File: config.mk
export PLATFORM = sky130hd
export DESIGN_NAME = spu_prog_loader
export DESIGN_NICKNAME = d
export VERILOG_FILES = /design/src/rtl/spu_prog_loader.sv
export SDC_FILE = /design/constraint.sdc
export NUM_CORES = 1
export LEC_CHECK = 0
export ABC_AREA = 1
export CELL_PAD_IN_SITES_DETAIL_PLACEMENT = 1
export CELL_PAD_IN_SITES_GLOBAL_PLACEMENT = 2
export CORE_UTILIZATION = 28
export CTS_CLUSTER_DIAMETER = 120
export DETAILED_ROUTE_END_ITERATION = 8
export GPL_ROUTABILITY_DRIVEN = 0
export PLACE_DENSITY = 0.79
export SYNTH_ARGS = -nofsm -noshare
export SYNTH_HDL_FRONTEND = slang
export SYNTH_SLANG_ARGS = --single-unit
File: constraint.sdc
create_clock -name clk -period 2.1 [get_ports clk]
set_input_delay 0.315 -clock clk [delete_from_list [all_inputs] [get_ports clk]]
set_output_delay 0.315 -clock clk [all_outputs]
set_load 0.03 [all_outputs]
File: src/rtl/spu_prog_loader.sv
// Boot loader for the spu: packs a byte stream into 16-bit words, fills instruction memory,
// starts the spu and watches for stop. Optional checksum word enabled by SPU_LOADER_CHECKSUM_EN.
module spu_prog_loader #(
  parameter int          DEPTH       = 256,
  parameter logic [15:0] RUN_TIMEOUT = 16'hFFFF
) (
  input  logic        clk,
  input  logic        rst,
  input  logic        load_req,
  input  logic        in_valid,
  input  logic [7:0]  in_data,
  output logic        in_ready,
  output logic [7:0]  im_w_addr,
  output logic [15:0] im_w_data,
  output logic        im_wr,
  output logic        spu_start,
  input  logic        spu_stop,
  output logic        busy,
  output logic        done,
  output logic        err,
  output logic [1:0]  err_code,
  output logic [15:0] run_cycles
);

  typedef enum logic [3:0] {
    S_IDLE,
    S_HEADER,
    S_LOAD,
`ifdef SPU_LOADER_CHECKSUM_EN
    S_CHECK,
`endif
    S_START,
    S_ARM,
    S_RUN,
    S_DONE,
    S_ERROR
  } state_t;

  state_t      state;
  logic        phase;
  logic [7:0]  lo_byte;
  logic [8:0]  count;
  logic [8:0]  len;
`ifdef SPU_LOADER_CHECKSUM_EN
  logic [15:0] csum;
`endif

  logic        byte_xfer, word_done, hdr_bad, rdy_state;
  logic [15:0] word, run_next;

  assign byte_xfer = in_valid && in_ready;
  assign word_done = byte_xfer && phase;
  assign word      = {in_data, lo_byte};
  assign hdr_bad   = (word == 16'd0) || (word > 16'(DEPTH));
  assign run_next  = (run_cycles == 16'hFFFF) ? run_cycles : run_cycles + 16'd1;

`ifdef SPU_LOADER_CHECKSUM_EN
  assign rdy_state = (state == S_HEADER) || (state == S_LOAD) || (state == S_CHECK);
`else
  assign rdy_state = (state == S_HEADER) || (state == S_LOAD);
`endif
  // No byte is taken during the write cycle, so a word never overlaps its own write.
  assign in_ready = rdy_state && !im_wr;
  assign busy     = !((state == S_IDLE) || (state == S_DONE) || (state == S_ERROR));
  assign done     = (state == S_DONE);
  assign err      = (state == S_ERROR);

  always_ff @(posedge clk or posedge rst) begin
    if (rst) begin
      state      <= S_IDLE;
      phase      <= 1'b0;
      lo_byte    <= '0;
      count      <= '0;
      len        <= '0;
`ifdef SPU_LOADER_CHECKSUM_EN
      csum       <= '0;
`endif
      im_wr      <= 1'b0;
      im_w_addr  <= '0;
      im_w_data  <= '0;
      spu_start  <= 1'b0;
      err_code   <= '0;
      run_cycles <= '0;
    end else begin
      im_wr     <= 1'b0;
      spu_start <= 1'b0;
      if (byte_xfer) begin
        phase <= ~phase;
        if (!phase) lo_byte <= in_data;
      end
      case (state)
        S_IDLE, S_DONE, S_ERROR: begin
          if (load_req) begin
            state      <= S_HEADER;
            count      <= '0;
            phase      <= 1'b0;
`ifdef SPU_LOADER_CHECKSUM_EN
            csum       <= '0;
`endif
            err_code   <= '0;
            run_cycles <= '0;
          end
        end
        S_HEADER: begin
          if (word_done) begin
            if (hdr_bad) begin
              state    <= S_ERROR;
              err_code <= 2'd1;
            end else begin
              len   <= word[8:0];
              state <= S_LOAD;
            end
          end
        end
        S_LOAD: begin
          if (word_done) begin
            im_wr     <= 1'b1;
            im_w_addr <= count[7:0];
            im_w_data <= word;
`ifdef SPU_LOADER_CHECKSUM_EN
            csum      <= csum + word;
`endif
          end else if (im_wr) begin
            count <= count + 9'd1;
            if (count + 9'd1 == len) begin
`ifdef SPU_LOADER_CHECKSUM_EN
              state     <= S_CHECK;
`else
              state     <= S_START;
              spu_start <= 1'b1;
`endif
            end
          end
        end
`ifdef SPU_LOADER_CHECKSUM_EN
        S_CHECK: begin
          if (word_done) begin
            if (word == csum) begin
              state     <= S_START;
              spu_start <= 1'b1;
            end else begin
              state    <= S_ERROR;
              err_code <= 2'd3;
            end
          end
        end
`endif
        S_START: begin
          run_cycles <= '0;
          state      <= S_ARM;
        end
        // The spu may still report stop from its previous run; wait for it to drop.
        S_ARM: begin
          run_cycles <= run_next;
          if (run_next == RUN_TIMEOUT) begin
            state    <= S_ERROR;
            err_code <= 2'd2;
          end else if (!spu_stop) begin
            state <= S_RUN;
          end
        end
        S_RUN: begin
          run_cycles <= run_next;
          if (spu_stop) begin
            state <= S_DONE;
          end else if (run_next == RUN_TIMEOUT) begin
            state    <= S_ERROR;
            err_code <= 2'd2;
          end
        end
        default: state <= S_IDLE;
      endcase
    end
  end

endmodule

Word-level counts from Yosys, hierarchy flattened
Index checks and enable logic that the tools add are counted.
Operators by class
  add/sub/neg operators: 2
  magnitude comparators: 1
  equality and inequality tests: 19
  multiplexer cells: 33
  bitwise gates (word level): 2
  reductions and logical operators: 23
Operator list (number)
  $pmux W16 S3: 1
  $mux W4: 9
  $eq A16 B16 Y1 const B: 2
  $mux W16: 2
  $mux W9: 3
  $pmux W4 S6: 1
  $pmux W9 S2: 1
  $add A16 B1 Y16 const B: 1
  $eq A4 B3 Y1 const B: 4
  $gt A16 B9 Y1 const B: 1
  $logic_not A16 Y1: 1
  $ne A2 B2 Y1 const B: 6
  $mux W2: 5
  $add A9 B1 Y9 const B: 1
  $eq A9 B9 Y1: 1
  $mux W1: 9
  $eq A4 B2 Y1 const B: 2
  $pmux W2 S4: 1
  $reduce_and A7 Y1: 1
  $ne A3 B3 Y1 const B: 2
  $reduce_and A2 Y1: 3
  $reduce_and A5 Y1: 1
  $eq A4 B1 Y1 const B: 1
  $logic_not A4 Y1: 1
  13 further kinds: 20
Word-level totals
  bits in registers: 75
  input port bits: 13
  output and inout port bits: 48
  logic and storage cells: 91

Depth between registers and ports, before layout
Gate-level depths: netlist (run 1).
  word-level depth: 7
  mapped depth: 16
  mapped depth without buffers: 16

Least setup slack after synthesis (run 1)
No wires, ideal clock.
  path kind: reg-to-reg
  start: register run_cycles[0]
  end: register state[1]
  data arrival time: 2012 ps
  path slack: -29 ps
  cell stages (with the launch flop): 16
  buffers on the path: 1
  clock period less this slack: 2129 ps
  path through: dfrtp_1 -> ha_1 -> inv_2 -> nor2_4 -> nand2_2 -> nor2_4 -> inv_2 -> buf_6 -> nand2_1 -> nand2_1 -> nor2_2 -> nand3_2 -> nand2_2 -> nand2_2 -> nand2_1 -> nand2_1
Between the ends
  cells in the longest elaborated chain, start to end: 5
  elaborated cells on any way between the ends: 9
  those cells by class: 1 x add/sub; 4 x eq/ne; 3 x mux; 1 x reduce/logical
Ends and longest elaborated chain
  start, declared: RTL line 22  | output logic [15:0] run_cycles
  start signal, assigned: RTL line 154  | run_cycles <= run_next;
  start signal, assigned: RTL line 163  | run_cycles <= run_next;
  $add A16 B1 Y16 / $eq A16 B16 Y1 (equally long branches): RTL line 55  | assign run_next = (run_cycles == 16'hFFFF) ? run_cycles : run_cycles + 16'd1;
  $mux W16 (*): RTL line 55
  $eq A16 B16 Y1 (*): RTL line 155, 166
  $ne A3 B3 Y1 (no source line) / $mux W4 (equally long branches)
  $reduce_and A7 Y1 (no source line) / $pmux W4 S6 (equally long branches)
  end signal, assigned: RTL line 156  | state <= S_ERROR;
  end signal, assigned: RTL line 165  | state <= S_DONE;
  end signal, assigned: RTL line 167  | state <= S_ERROR;
  end, declared: RTL line 39  | state_t state;
Every way passes the cells marked *; elsewhere a longest branch is shown, timed or not.
A chain may end at the register's enable or synchronous reset.

Worst setup path after layout (run 1)
  start: register state[2]
  end: output err
Between the ends
  cells in the longest elaborated chain, start to end: 1
Ends and longest elaborated chain
  start signal, assigned: RTL line 70  | state <= S_IDLE;
  start signal, assigned: RTL line 94  | state <= S_HEADER;
  start signal, assigned: RTL line 107  | state <= S_ERROR;
  $eq A4 B3 Y1: RTL line 66  | assign err = (state == S_ERROR);
  end, declared: RTL line 20  | output logic err,
No other way between the ends.

==> results.sh, run 1 <==
export IMPL_drive_above_1_share_pct=19.94
export IMPL_clock_latency_ps=340
export IMPL_rsz0062_at_grt="yes"
export IMPL_syn_avg_cell_area_sq_um=7.434
export IMPL_wl_per_cell_um=15.38
export IMPL_fin_ws_ps=109.7
export IMPL_pre_cts_slack_ps=-83.61
export IMPL_finalSetupViolCount=0
export IMPL_slowest_stage="dlygate4sd2_1"
export IMPL_tightestPinTransition_ps=605.1
export IMPL_drv_cap=0
export IMPL_grt_pass1_wl_um=20780
export IMPL_route_detailed_drc=0
export IMPL_worst_setup_path_start_kind="flip-flop"
export IMPL_synth_cell_area_sq_um=3933
export IMPL_route_vias_total=3904
export IMPL_synth_cells=529
export IMPL_start_util_pct=29.23
export IMPL_place_area_sq_um=5011
export IMPL_cts_buffers=9
export IMPL_finalHoldViolCount=0
export IMPL_postLayoutCoreUtil_pct=41.15
export IMPL_grt_max_degree=47
export IMPL_clk_path_buf_depth=2
export IMPL_crit_fanout=5
export IMPL_antenna_cells=0
export IMPL_ys_types=27
export IMPL_yosys_warnings=0
export IMPL_routed_wl_um=12500
export IMPL_dieArea_sq_um=14520
export IMPL_drt_iter0_drc=211
export IMPL_grt_pass1_vias=4074
export IMPL_tritoncts="yes"
export IMPL_power_density_nw_per_um2=1100
export IMPL_synth_seq_cells=74
export IMPL_drv_slew=0
export IMPL_grt_overflow=0
export IMPL_status="complete, no violations"
export IMPL_yosysMostFrequentCell="nand2_1"
export IMPL_required_ps=1780
export IMPL_p_leak_nw=2.463
export IMPL_coreArea_sq_um=13450
export IMPL_synth_top_area_share_pct=47.09
export IMPL_max_slew_margin_pct=59.61
export IMPL_crit_type="reg -> out"
export IMPL_post_place_cells=792
export IMPL_routed_via_density=4.802
export IMPL_synth_async_reset_ratio_pct=100.0
export IMPL_io_buffer_count=60
export IMPL_crit_path_end_kind="output port"
export IMPL_drtPass1Iterations=4
export IMPL_seq_area_frac_synth_pct=47.09
export IMPL_stdcell_count=813
export IMPL_fin_crit_sh_pct=94.78
export IMPL_timing_hold_ws_ps=348.2
export IMPL_area_delta_synth_final_pct=40.76
export IMPL_slowest_delay_ps=460
export IMPL_clock_fmax_mhz=502.4
export IMPL_detailed_place_hpwl_um=9326
export IMPL_crit_chain="inv_2 -> buf_4 -> nor3_1 -> dlygate4sd2_1"
export IMPL_fin_crit_ps=1990
export IMPL_synth_edf_count=0
export IMPL_clock_skew_ps=7.385
export IMPL_r2r_start="run_cycles[0]"
export IMPL_ios=61
export IMPL_die_x_um=120.5
export IMPL_vdd_drop_max_mv=0.6876
export IMPL_cts_sinks=74
export IMPL_crit_path_start="state[2]"
export IMPL_num_rows=42
export IMPL_hold_path_class="in -> async"
export IMPL_drtAntennaViolNets=0
export IMPL_synth_top_area_cell="dfrtp_1"
export IMPL_clk_pin_slew_worst_paths_ps=60
export IMPL_yosys_top_cells_count="171 x nand2_1, 74 x dfrtp_1, 61 x o21ai_0"
export IMPL_synth_fp_nets=546
export IMPL_design_area_sq_um=5535
export IMPL_grt_usage_pct=18.47
export IMPL_layout_nets=649
export IMPL_die_y_um=120.5
export IMPL_cts_root_buffer="clkbuf_16"
export IMPL_h_tree_depth=3
export IMPL_synth_ff_type="dfrtp_1"
export IMPL_antenna_found_initial=0
export IMPL_worstPathArrival_ps=1680
export IMPL_synth_area_leaders="dfrtp_1 47%, nand2_1 16%, o21ai_0 7.8%, inv_1 5.2%, nand3_1 4.5%"
state kept, by name, indices dropped and copies added, names as in the netlist:
name	flops
im_wr	1
count	9
len	9
spu_start	1
im_w_data	16
im_w_addr	8
run_cycles	16
lo_byte	8
phase	1
err_code	2
state	3
cell families (layout without fill, tap and decap cells):
| logic type | after synthesis | after routing | synth area share [%] |
|---|---|---|---|
| AND/OR/NAND/NOR | 287 | 287 | 31.82 |
| flip-flops | 74 | 74 | 47.09 |
| XOR/XNOR | 4 | 4 | 0.8910 |
| adder cells (fa/ha/maj) | 4 | 4 | 1.273 |
| AO/OA/AOI/OAI | 86 | 86 | 11.42 |
| buffers and inverters | 74 | 182 | 7.509 |
metal layers:
metal	global-route usage [%]	vias up	part of all wire (%)
met2	29.56	71	47
met1	25.01	1907	48
li1	-	1917	-
met5	0	-	0
met3	3.821	9	4.3
met4	5.633	0	1.2
what timing repair did:
item,CTS,global route
pin swaps,0,13
hold buffers,0,0
setup buffers,0,5
endpoints found under the hold margin,0,0
gates cloned,0,0
resized for setup,8,42
endpoints found under the setup margin,21,15
final timing paths:
path | to | slack, ps | depth (start not counted)
min reg2reg | im_w_data[10] | 480 | 2
min in group clk | im_w_data[10] | 480 | 2
max | err | 110 | 4
max reg2reg | state[1] | 140 | 12
max in group asynchronous | im_w_data[2] | 1140 | 3
min | run_cycles[6] | 350 | 2
layout make-up:
| class | count | area (sq um) |
|---|---|---|
| Sequential cell | 74 | 1862 |
| Timing Repair Buffer | 103 | 942.2 |
| Clock buffer | 10 | 239.0 |
| Multi-Input combinational cell | 381 | 1934 |
| Fill cell | 1671 | 7918 |
| Clock inverter | 6 | 95.09 |
| Inverter | 63 | 242.7 |
| Tap cell | 176 | 220.2 |
power breakdown:
group,total [W],internal [W],leakage [nW],switching (W)
combinational,0.00248,0.000889,1.31,0.00159
sequential,0.00186,0.00169,0.993,0.000170
clock,0.00176,0.00109,0.164,0.000667
metrics by stage:
step                      TNS, ps  total power, W
after floorplan                 0        0.003197
after global placement     -14.20        0.004176
after detailed placement   -897.4        0.004241
after global routing       -55.48        0.006472
after CTS                       0        0.006031
final                           0        0.006091
cell usage in the layout (no fill, tap or decap), drive strengths merged, types with 2 or more instances in the layout:
master,instances
nor2,52
dfrtp,74
o21ai,68
nand3b,4
ha,4
o22ai,9
xor2,3
clkbuf,10
nand2,179
dlygate4sd2,3
clkdlybuf4s50,56
buf,44
inv,65
bufinv,2
nand3,36
nor3,3
a21oi,8
nand4,12
worst max-delay path, delay by kind of cell (launching register included):
family	cells	cell delay [ps]
simple gates	1	250
flops	1	420
buf+inv	3	670
Note: power is estimated with default switching activity, not from simulation.
==> run 2: changes to the inputs <==
--- a/config.mk
+++ b/config.mk
@@ -12,7 +12,8 @@
 export CTS_CLUSTER_DIAMETER = 120
 export DETAILED_ROUTE_END_ITERATION = 8
 export GPL_ROUTABILITY_DRIVEN = 0
-export PLACE_DENSITY = 0.79
+export PLACE_DENSITY = 0.74
+export SLEW_MARGIN = 40
 export SYNTH_ARGS = -nofsm -noshare
 export SYNTH_HDL_FRONTEND = slang
 export SYNTH_SLANG_ARGS = --single-unit
==> run 2 against run 1 <==
Flip-flop and latch count unchanged. Register-to-register slack got worse by 50 ps. Non-clock buffer count grew 3. Combinational power decreased by 3%. Setup slack lost 29 ps. Cell count up 0.37%. Critical endpoint is now done.
==> results.sh, run 2 (synthesized netlist as in run 1, its figures left out) <==
export IMPL_pwr_share_seq_pct=31.5
export IMPL_crit_fanout=5
export IMPL_ios=61
export IMPL_layout_nets=652
export IMPL_io_buffer_count=60
export IMPL_top_regs="im_w_data (16), run_cycles (16)"
export IMPL_antenna_cells=0
export IMPL_setup_tns_ps=0
export IMPL_intPower_w=0.003516
export IMPL_area_delta_synth_final_pct=41.62
export IMPL_cts_root_buffer="clkbuf_16"
export IMPL_drv_slew=0
export IMPL_routed_via_density=4.657
export IMPL_worst_path_buf_inv=2
export IMPL_crit_chain="inv_4 -> nor3_1 -> clkdlybuf4s50_1"
export IMPL_grt_usage_pct=17.96
export IMPL_multi_input_area_sq_um=1963
export IMPL_h_tree_depth=3
export IMPL_status="complete, no violations"
export IMPL_finalHoldViolCount=0
export IMPL_fin_crit_sh_pct=96.13
export IMPL_antenna_found_initial=0
export IMPL_grt_max_degree=47
export IMPL_detailed_place_hpwl_um=9230
export IMPL_swShare_pct=40.22
export IMPL_drtPass1Iterations=4
export IMPL_die_x_um=120.5
export IMPL_crit_family="buffers and inverters"
export IMPL_slowest_stage="clkdlybuf4s50_1"
export IMPL_required_ps=1780
export IMPL_place_area_sq_um=5059
export IMPL_fin_crit_ps=2019
export IMPL_design_area_sq_um=5569
export IMPL_grt_pass1_vias=3961
export IMPL_route_detailed_drc=0
export IMPL_clock_skew_ps=7.781
export IMPL_timing_hold_ws_ps=312.5
export IMPL_slowest_delay_ps=700
export IMPL_post_place_cells=798
export IMPL_dieArea_sq_um=14520
export IMPL_clock_fmax_mhz=495.3
export IMPL_coreArea_sq_um=13450
export IMPL_clock_latency_ps=340
export IMPL_num_rows=42
export IMPL_crit_path_end_kind="output port"
export IMPL_num_fill_cells=1671
export IMPL_clk_path_buf_depth=2
export IMPL_grt_pass1_wl_um=20190
export IMPL_finalSetupViolCount=0
export IMPL_tightestPinTransition_ps=532.8
export IMPL_drive_above_1_share_pct=21.09
export IMPL_vdd_drop_max_mv=0.5711
export IMPL_crit_type="reg -> out"
export IMPL_drv_cap=0
export IMPL_finalPower_w=0.005882
export IMPL_cts_buffers=9
export IMPL_die_y_um=120.5
export IMPL_grt_overflow=0
export IMPL_p_leak_nw=2.454
export IMPL_hold_buffers=0
export IMPL_layout_common_cells="161 x nand2_1, 66 x dfrtp_1, 60 x o21ai_0, 57 x clkdlybuf4s50_1, 52 x inv_1"
export IMPL_rsz0062_at_grt="yes"
export IMPL_power_share_clock_pct=27.6
export IMPL_netSwitchingPower_w=0.002365
export IMPL_wl_per_cell_um=15.04
export IMPL_routed_wl_um=12270
export IMPL_worst_setup_path_start_kind="flip-flop"
export IMPL_tritoncts="yes"
export IMPL_hold_path_class="in -> async"
export IMPL_power_density_nw_per_um2=1056
export IMPL_route_vias_total=3800
export IMPL_cts_sinks=74
export IMPL_start_util_pct=29.23
export IMPL_max_slew_margin_pct=64.44
export IMPL_drt_iter0_drc=154
export IMPL_pwr_share_comb_pct=40.9
export IMPL_final_common_cell="nand2_1"
export IMPL_stdcell_count=816
export IMPL_drtAntennaViolNets=0
export IMPL_worstPathArrival_ps=1700
export IMPL_seq_area_sq_um=1862
export IMPL_clk_pin_slew_worst_paths_ps=60
run 2: layer usage:
metal  track usage [%]  share of wire (%)
met2             28.88                 48
met1             24.09                 48
met5                 0                  0
met3             3.208                3.1
met4             6.636                1.4
run 2: path summary, 6_finish.rpt:
kind | from | end | slack, ps | depth (start not counted)
setup / recovery | state[2] | done | 80 | 3
hold / removal | rst | run_cycles[13] | 310 | 2
setup reg to reg | state[2] | err_code[0] | 90 | 12
hold reg to reg | err_code[1] | err_code[1] | 470 | 2
max in group asynchronous | rst | count[7] | 1120 | 3
min in group clk | err_code[1] | err_code[1] | 470 | 2
run 2: worst register-to-register path, delay by kind of cell (launching register included):
family / cells / cell delay (ps)
compound gates: 1 / 350
buf+inv: 2 / 200
simple gates: 8 / 720
flops: 1 / 460
fa+ha+maj: 1 / 180
run 2: power groups by stage:
stage	Sequential, W	Combinational, W	Clock, W
finish	0.00185	0.00241	0.00162
global route	0.00188	0.00266	0.00173
CTS	0.00184	0.00233	0.00166
detailed placement	0.00185	0.00232	0
global placement	0.00184	0.00227	0
floorplan	0.00208	0.00112	0
run 2: cell type report:
cell class / instances / area share (%)
clock buffer: 10 / 4.291
clock inverter: 6 / 1.326
inverter: 63 / 4.404
multi-input combinational: 381 / 35.25
sequential: 74 / 33.43
tap: 176 / 3.954
timing repair buffer: 106 / 17.34
run 2: what timing repair did:
item                       in CTS  in global routing
setup endpoints to repair      11                 16
pin swaps                       1                  7
hold endpoints to repair        0                  0
gates resized for setup        12                 45
setup buffers                   0                  2
run 2: stage by stage:
stage          worst slack (ps)  util, %
6_report                  81.21    41.40
5_1_grt                  -46.14    41.40
4_1_cts                  -21.02    40.14
3_5_place_dp             -40.72    37.60
3_3_place_gp             -7.519    37.58
2_1_floorplan             23.67        -
